### src/rtl/par_checking_sink.sv
// par_checking_sink
//   Self-checking local sink for the parallel NoC. It sits on a router's local
//   output port. It throttles the router with an LFSR-driven busy pattern.
//   Every accepted flit is checked for the correct destination and for
//   in-order sequence numbers per source.
//
// Ports
//   clk        in   rising-edge clock
//   reset      in   synchronous reset, active-low
//   busy       out  back-pressure; the router holds its flit while this is 1
//   data       in   flit {src, seq, dest}, dest in the LSBs
//   valid      in   flit present
//   rx_count   out  accepted flits (saturating, 20 bits)
//   err_count  out  erroneous flits (saturating, 16 bits)
//   misroute   out  sticky: wrong dest or out-of-range src seen
//   seq_err    out  sticky: out-of-order sequence number seen
//   halted     out  1 while the sink is stopped after an error
//   last_flit  out  most recently accepted flit
module par_checking_sink #(
    parameter int NODE_ID      = 0,
    parameter int NUM_NODES    = 9,
    parameter int ADDR_BITS    = 4,
    parameter int PAYLOAD_SIZE = 12,
    parameter int HOSP         = 255,
    parameter int STOP_ON_ERR  = 0
) (
    input  logic                              clk,
    input  logic                              reset,
    output logic                              busy,
    input  logic [PAYLOAD_SIZE+ADDR_BITS-1:0] data,
    input  logic                              valid,
    output logic [19:0]                       rx_count,
    output logic [15:0]                       err_count,
    output logic                              misroute,
    output logic                              seq_err,
    output logic                              halted,
    output logic [PAYLOAD_SIZE+ADDR_BITS-1:0] last_flit
);

    localparam int W   = PAYLOAD_SIZE + ADDR_BITS;
    localparam int SEQ = PAYLOAD_SIZE - ADDR_BITS;

    localparam logic [7:0] SEED   = 8'(NODE_ID + 1);
    localparam logic [7:0] HOSP_B = 8'(HOSP);

    typedef enum logic [1:0] {
        S_RESET,
        S_RUN,
        S_HALT
    } state_t;

    state_t             state_q;
    logic [7:0]         lfsr_q;
    logic [7:0]         lfsr_d;
    logic               busy_q;
    logic [19:0]        rx_q;
    logic [15:0]        err_q;
    logic               misroute_q;
    logic               seq_err_q;
    logic [W-1:0]       last_q;
    logic               seen_q [NUM_NODES];
    logic [SEQ-1:0]     exp_q  [NUM_NODES];

    logic [ADDR_BITS-1:0] src;
    logic [SEQ-1:0]       seq;
    logic [ADDR_BITS-1:0] dest;
    logic [SEQ-1:0]       seq_inc;
    logic                 accept;
    logic                 is_misroute;
    logic                 is_seq_err;
    logic                 flit_err;
    logic                 hit_seen;
    logic [SEQ-1:0]       hit_exp;

    function automatic logic [19:0] sat_inc20(input logic [19:0] v);
        return (v == '1) ? v : v + 20'd1;
    endfunction

    function automatic logic [15:0] sat_inc16(input logic [15:0] v);
        return (v == '1) ? v : v + 16'd1;
    endfunction

    assign src     = data[W-1 -: ADDR_BITS];
    assign seq     = data[ADDR_BITS +: SEQ];
    assign dest    = data[ADDR_BITS-1:0];
    assign seq_inc = seq + SEQ'(1);

    // busy_q is already forced high outside RUN; the state term just makes the
    // acceptance rule self-evident.
    assign accept = valid && !busy_q && (state_q == S_RUN);

    // Fibonacci LFSR, taps 8,6,5,4 (maximal length, never reaches zero).
    assign lfsr_d = {lfsr_q[6:0], lfsr_q[7] ^ lfsr_q[5] ^ lfsr_q[4] ^ lfsr_q[3]};

    // Table lookup by comparison loop so an out-of-range src never indexes
    // past the table. The table lives in flops, so a flit accepted on the
    // edge right after an update already sees the new exp value.
    always_comb begin
        hit_seen = 1'b0;
        hit_exp  = '0;
        for (int i = 0; i < NUM_NODES; i++) begin
            if (src == ADDR_BITS'(i)) begin
                hit_seen = seen_q[i];
                hit_exp  = exp_q[i];
            end
        end
    end

    always_comb begin
        is_misroute = (32'(src) >= 32'(NUM_NODES)) || (dest != ADDR_BITS'(NODE_ID));
        is_seq_err  = !is_misroute && hit_seen && (seq != hit_exp);
        flit_err    = is_misroute || is_seq_err;
    end

    always_ff @(posedge clk) begin
        if (!reset) begin
            state_q    <= S_RESET;
            busy_q     <= 1'b1;
            lfsr_q     <= SEED;
            rx_q       <= '0;
            err_q      <= '0;
            misroute_q <= 1'b0;
            seq_err_q  <= 1'b0;
            last_q     <= '0;
            for (int i = 0; i < NUM_NODES; i++) begin
                seen_q[i] <= 1'b0;
            end
        end else begin
            unique case (state_q)
                S_RESET: begin
                    state_q <= S_RUN;
                    lfsr_q  <= lfsr_d;
                    busy_q  <= (lfsr_d > HOSP_B);
                end
                S_RUN: begin
                    lfsr_q <= lfsr_d;
                    busy_q <= (lfsr_d > HOSP_B);
                    if (accept) begin
                        rx_q   <= sat_inc20(rx_q);
                        last_q <= data;
                        if (is_misroute) begin
                            misroute_q <= 1'b1;
                        end else begin
                            // First-seen, in-order and resync all store seq+1.
                            for (int i = 0; i < NUM_NODES; i++) begin
                                if (src == ADDR_BITS'(i)) begin
                                    seen_q[i] <= 1'b1;
                                    exp_q[i]  <= seq_inc;
                                end
                            end
                        end
                        if (is_seq_err) begin
                            seq_err_q <= 1'b1;
                        end
                        if (flit_err) begin
                            err_q <= sat_inc16(err_q);
                        end
                        // Halt on the same edge as the erroneous acceptance.
                        if (flit_err && (STOP_ON_ERR != 0)) begin
                            state_q <= S_HALT;
                            busy_q  <= 1'b1;
                        end
                    end
                end
                S_HALT: begin
                    busy_q <= 1'b1;
                end
                default: begin
                    state_q <= S_RESET;
                    busy_q  <= 1'b1;
                end
            endcase
        end
    end

    assign busy      = busy_q;
    assign rx_count  = rx_q;
    assign err_count = err_q;
    assign misroute  = misroute_q;
    assign seq_err   = seq_err_q;
    assign halted    = (state_q == S_HALT);
    assign last_flit = last_q;

endmodule

### config.mk
export PLATFORM = sky130hd
export DESIGN_NAME = par_checking_sink
export DESIGN_NICKNAME = d
export VERILOG_FILES = /design/src/rtl/par_checking_sink.sv
export SDC_FILE = /design/constraint.sdc
export NUM_CORES = 1
export LEC_CHECK = 0
export ABC_AREA = 1
export CELL_PAD_IN_SITES_DETAIL_PLACEMENT = 1
export CELL_PAD_IN_SITES_GLOBAL_PLACEMENT = 1
export CORE_UTILIZATION = 42
export DETAILED_ROUTE_END_ITERATION = 12
export PLACE_DENSITY = 0.77
export SLEW_MARGIN = 20
export SYNTH_ARGS = -nofsm -noshare
export SYNTH_HDL_FRONTEND = slang
export SYNTH_SLANG_ARGS = --single-unit
### constraint.sdc
create_clock -name clk -period 2.5 [get_ports clk]
set_input_delay 0.25 -clock clk [delete_from_list [all_inputs] [get_ports clk]]
set_output_delay 0.25 -clock clk [all_outputs]
set_load 0.05 [all_outputs]
==> metrics.md <==
| Metric | Value |
|---|---|
| Pre-antenna DRT Iters | `4` |
| Min Clock Period, post-route | `2.262 ns` |
| Setup violators final | `0` |
| WS Path Type | `reg2reg` |
| Initial Util | `43.68%` |
| Buffers on Ports | `73` |
| Core area | `14100 sq um` |
| Reg clk slew, reported paths | `0.06 ns` |
| Worst-Skew Late Latency | `0.43 ns` |
| Syn_area_per_cell | `8.898 sq um` |
| Synth area leaders | `edfxtp_1 40%, dfxtp_1 18%, nand2_1 8.6%, nand3_1 5.9%, inv_1 4.6%` |
| Tcrit/Tclk final | `90.48%` |
| Crit path arrival time | `2.55 ns` |
| Vias in the first global route | `5290` |
| Clk buf depth | `2` |
| GR Overflow Total | `0` |
| Pleak | `3.168 nW` |
| Design Area, Final | `8098 sq um` |
| Layout cell share with drive strength beyond 1 | `13.56%` |
| Maximum operating frequency | `0.4421 GHz` |
| CTS Root Cell | `clkbuf_16` |
| Post-DR wirelength/cell | `16.70 um` |
| Cells after synthesis | `692` |
| Post-route DRC | `0` |
| Total GRT Usage | `23.76%` |
| Hold Path End | `last_flit[14]` |
| Post-synth top area cell | `edfxtp_1` |
| Post-synthesis sequential area ratio | `57.71%` |
| FILL cells | `1605` |
| Syn nets | `714` |
| Most frequent cells in the layout | `140 x nand2_1, 81 x edfxtp_1, 73 x nand3_1, 72 x inv_1, 71 x nor2_1` |
| Mapped Area | `6157 sq um` |
| Slew Viols, Final | `0` |
| Vias per cell | `5.150` |
| Synth-to-layout area growth | `31.52%` |
| Post-DP Area | `7441 sq um` |
| RR Startpoint | `err_count[0]` |
| Hold path depth | `4` |
| Die X | `123.1 um` |
| Top cell type's share of synthesized area | `39.50%` |
| Most common cell after layout, fill and taps aside | `nand2_1` |
| Clk_skew | `0.009315 ns` |
| Critical Path RT | `2.79 ns` |
| Drt initial violations | `250` |
| Worst rel slew slack | `49.78%` |
| Ys async rst share | `0%` |
| Register Area | `3553 sq um` |
| Vias | `5181` |
| CTS tree | `done` |
| Die H | `123.1 um` |
| Final ANT Viol Nets | `0` |
| Worst-path maximum fanout | `7` |
| Synth Flop Type | `edfxtp_1` |
| Worst R2R End | `err_count[14]` |
| CTS buffer count | `17` |
| Flops & latches, synth | `137` |
| Status | `complete, no violations` |
| Post-route core utilization | `57.45%` |
| Clock Sinks | `137` |
| Hpwl dp | `11.85 mm` |
| Syn. warnings | `0` |
| Unique masters post-synth | `35` |
| RSZ-0062 raised after global routing | `no` |
| Largest net degree at the start of global routing | `22` |
| Max Cap Violations | `0` |
| Worst hold path class | `in2reg` |
| Worst hold path startpoint | `data[14]` |
| Row count | `43` |
| Worst Setup End Kind | `register` |
| Die area | `15150 sq um` |
| Pwr Density | `686.0 nW/um^2` |
| R2R setup slack | `0.24 ns` |
| Nets | `835` |
| Critical path startpoint category | `register` |
| R2r worst-path depth | `12` |
| Area of the multi-input gates | `2212 sq um` |
| Tightest Pin Transition | `0.7525 ns` |
| First-pass GRT wire length | `26.70 mm` |
| Num ports | `75` |
| Post-synth EDFFs | `81` |
| WL final | `16.80 mm` |
| Ant. Diodes | `0` |
| Gpl congestion | `0.8025` |
| Initial antenna violation count | `0` |
| Final Hold Fails | `0` |
| H-tree depth | `4` |
| Max rail drop VDD | `0.9458 mV` |
[state kept, by name, indices dropped and copies added, names as in the netlist]
signal     flops
exp_q         72
err_count     16
rx_count      20
busy           1
last_flit     16
misroute       1
seen_q         9
seq_err        1
state_q        1
[cell families (layout without fill, tap and decap cells)]
family                     after synthesis  count (layout)  synth area share (%)
and+or+nand+nor                        355             355                 26.01
AOI/OAI and AO/OA                       78              78                 6.605
xor gates and xnor gates                15              15                 2.134
other                                    1               1               0.06090
buffers and inverters                  103             237                 6.868
DFF                                    137             137                 57.71
adders and majority gates                3               3                0.6097
[final cells by class]
type                            count  area share [%]
Clock inverter                      8           1.329
Tap cell                          180           2.781
Timing Repair Buffer              127           14.72
Clock buffer                       24           6.350
Inverter                           78           3.616
Multi-Input combinational cell    452           27.32
Sequential cell                   137           43.88
[critical path, cell delays in order, from the launching register on]
cell and delay, ns:
dfxtp_1 0.39, ha_1 0.22, nand3_1 0.15, nor2_1 0.16
nand2_1 0.13, nor2_1 0.21, nand3_1 0.31, inv_1 0.25
nor3_1 0.09, nand2_1 0.07, nand2_1 0.05, nand2_1 0.06
nor2_1 0.04
[layer usage]
layer  GRT usage (%)  wire [um]  vias up
met5               0          0        -
li1                -          -     2544
met4           6.024        180        0
met3           6.411        740       16
met2           42.59       8701       96
met1           28.07       7175     2525
[worst max-delay path by stage]
stage / slack (ns) / end / startpoint / cells past startpoint
3_3_place_gp: -0.35 / err_count[10] / data[15] / 22
5_1_grt: 0.009 / err_count[14] / err_count[0] / 12
2_1_floorplan: 0.18 / rx_count[13] / rx_count[0] / 11
6_report: 0.24 / err_count[14] / err_count[0] / 12
3_5_place_dp: -0.44 / err_count[14] / data[15] / 22
4_1_cts: 0.03 / err_count[9] / data[14] / 19
[cells in the mapped netlist, types with 3 or more instances]
| library cell | n |
|---|---|
| nand2_1 | 141 |
| edfxtp_1 | 81 |
| inv_1 | 75 |
| nand3_1 | 73 |
| nor2_1 | 72 |
| dfxtp_1 | 56 |
| o21ai_0 | 37 |
| a21oi_1 | 35 |
| nor3_1 | 17 |
| nand4_1 | 15 |
| xor2_1 | 14 |
| clkbuf_1 | 13 |
| or2_2 | 9 |
| buf_2 | 5 |
| or2_0 | 5 |
| nand2_2 | 4 |
| buf_6 | 3 |
| ha_1 | 3 |
| inv_2 | 3 |
| nor2_2 | 3 |
| nor2_4 | 3 |
| nor3b_1 | 3 |
| nor4_1 | 3 |
[stage by stage]
stage                     cells  setup WS, ns  TNS [ns]  total power, mW  hold WS [ns]
after floorplan             692        0.1815         0            2.778        0.3849
after global placement      974       -0.3508    -6.478            2.972        0.4597
after detailed placement    974       -0.4360    -11.88            2.987        0.4844
after CTS                  1006       0.03177         0            5.597        0.4497
after global routing       1006      0.009012         0            5.721        0.3526
final                      1006        0.2380         0            5.555        0.3383
[report_power, final]
| part | leakage [nW] | switching [mW] | internal, mW | total [mW] |
|---|---|---|---|---|
| logic | 1.68 | 0.321 | 0.176 | 0.497 |
| registers | 1.20 | 0.0222 | 2.43 | 2.45 |
| clock network | 0.290 | 0.965 | 1.64 | 2.61 |
[repair_timing]
item / 4_1_cts / 5_1_grt
buffers inserted: 0 / 0
setup endpoints to repair: 16 / 25
hold buffers: 0 / 0
gates resized for setup: 2 / 11
(Power assumes the default switching activity.)
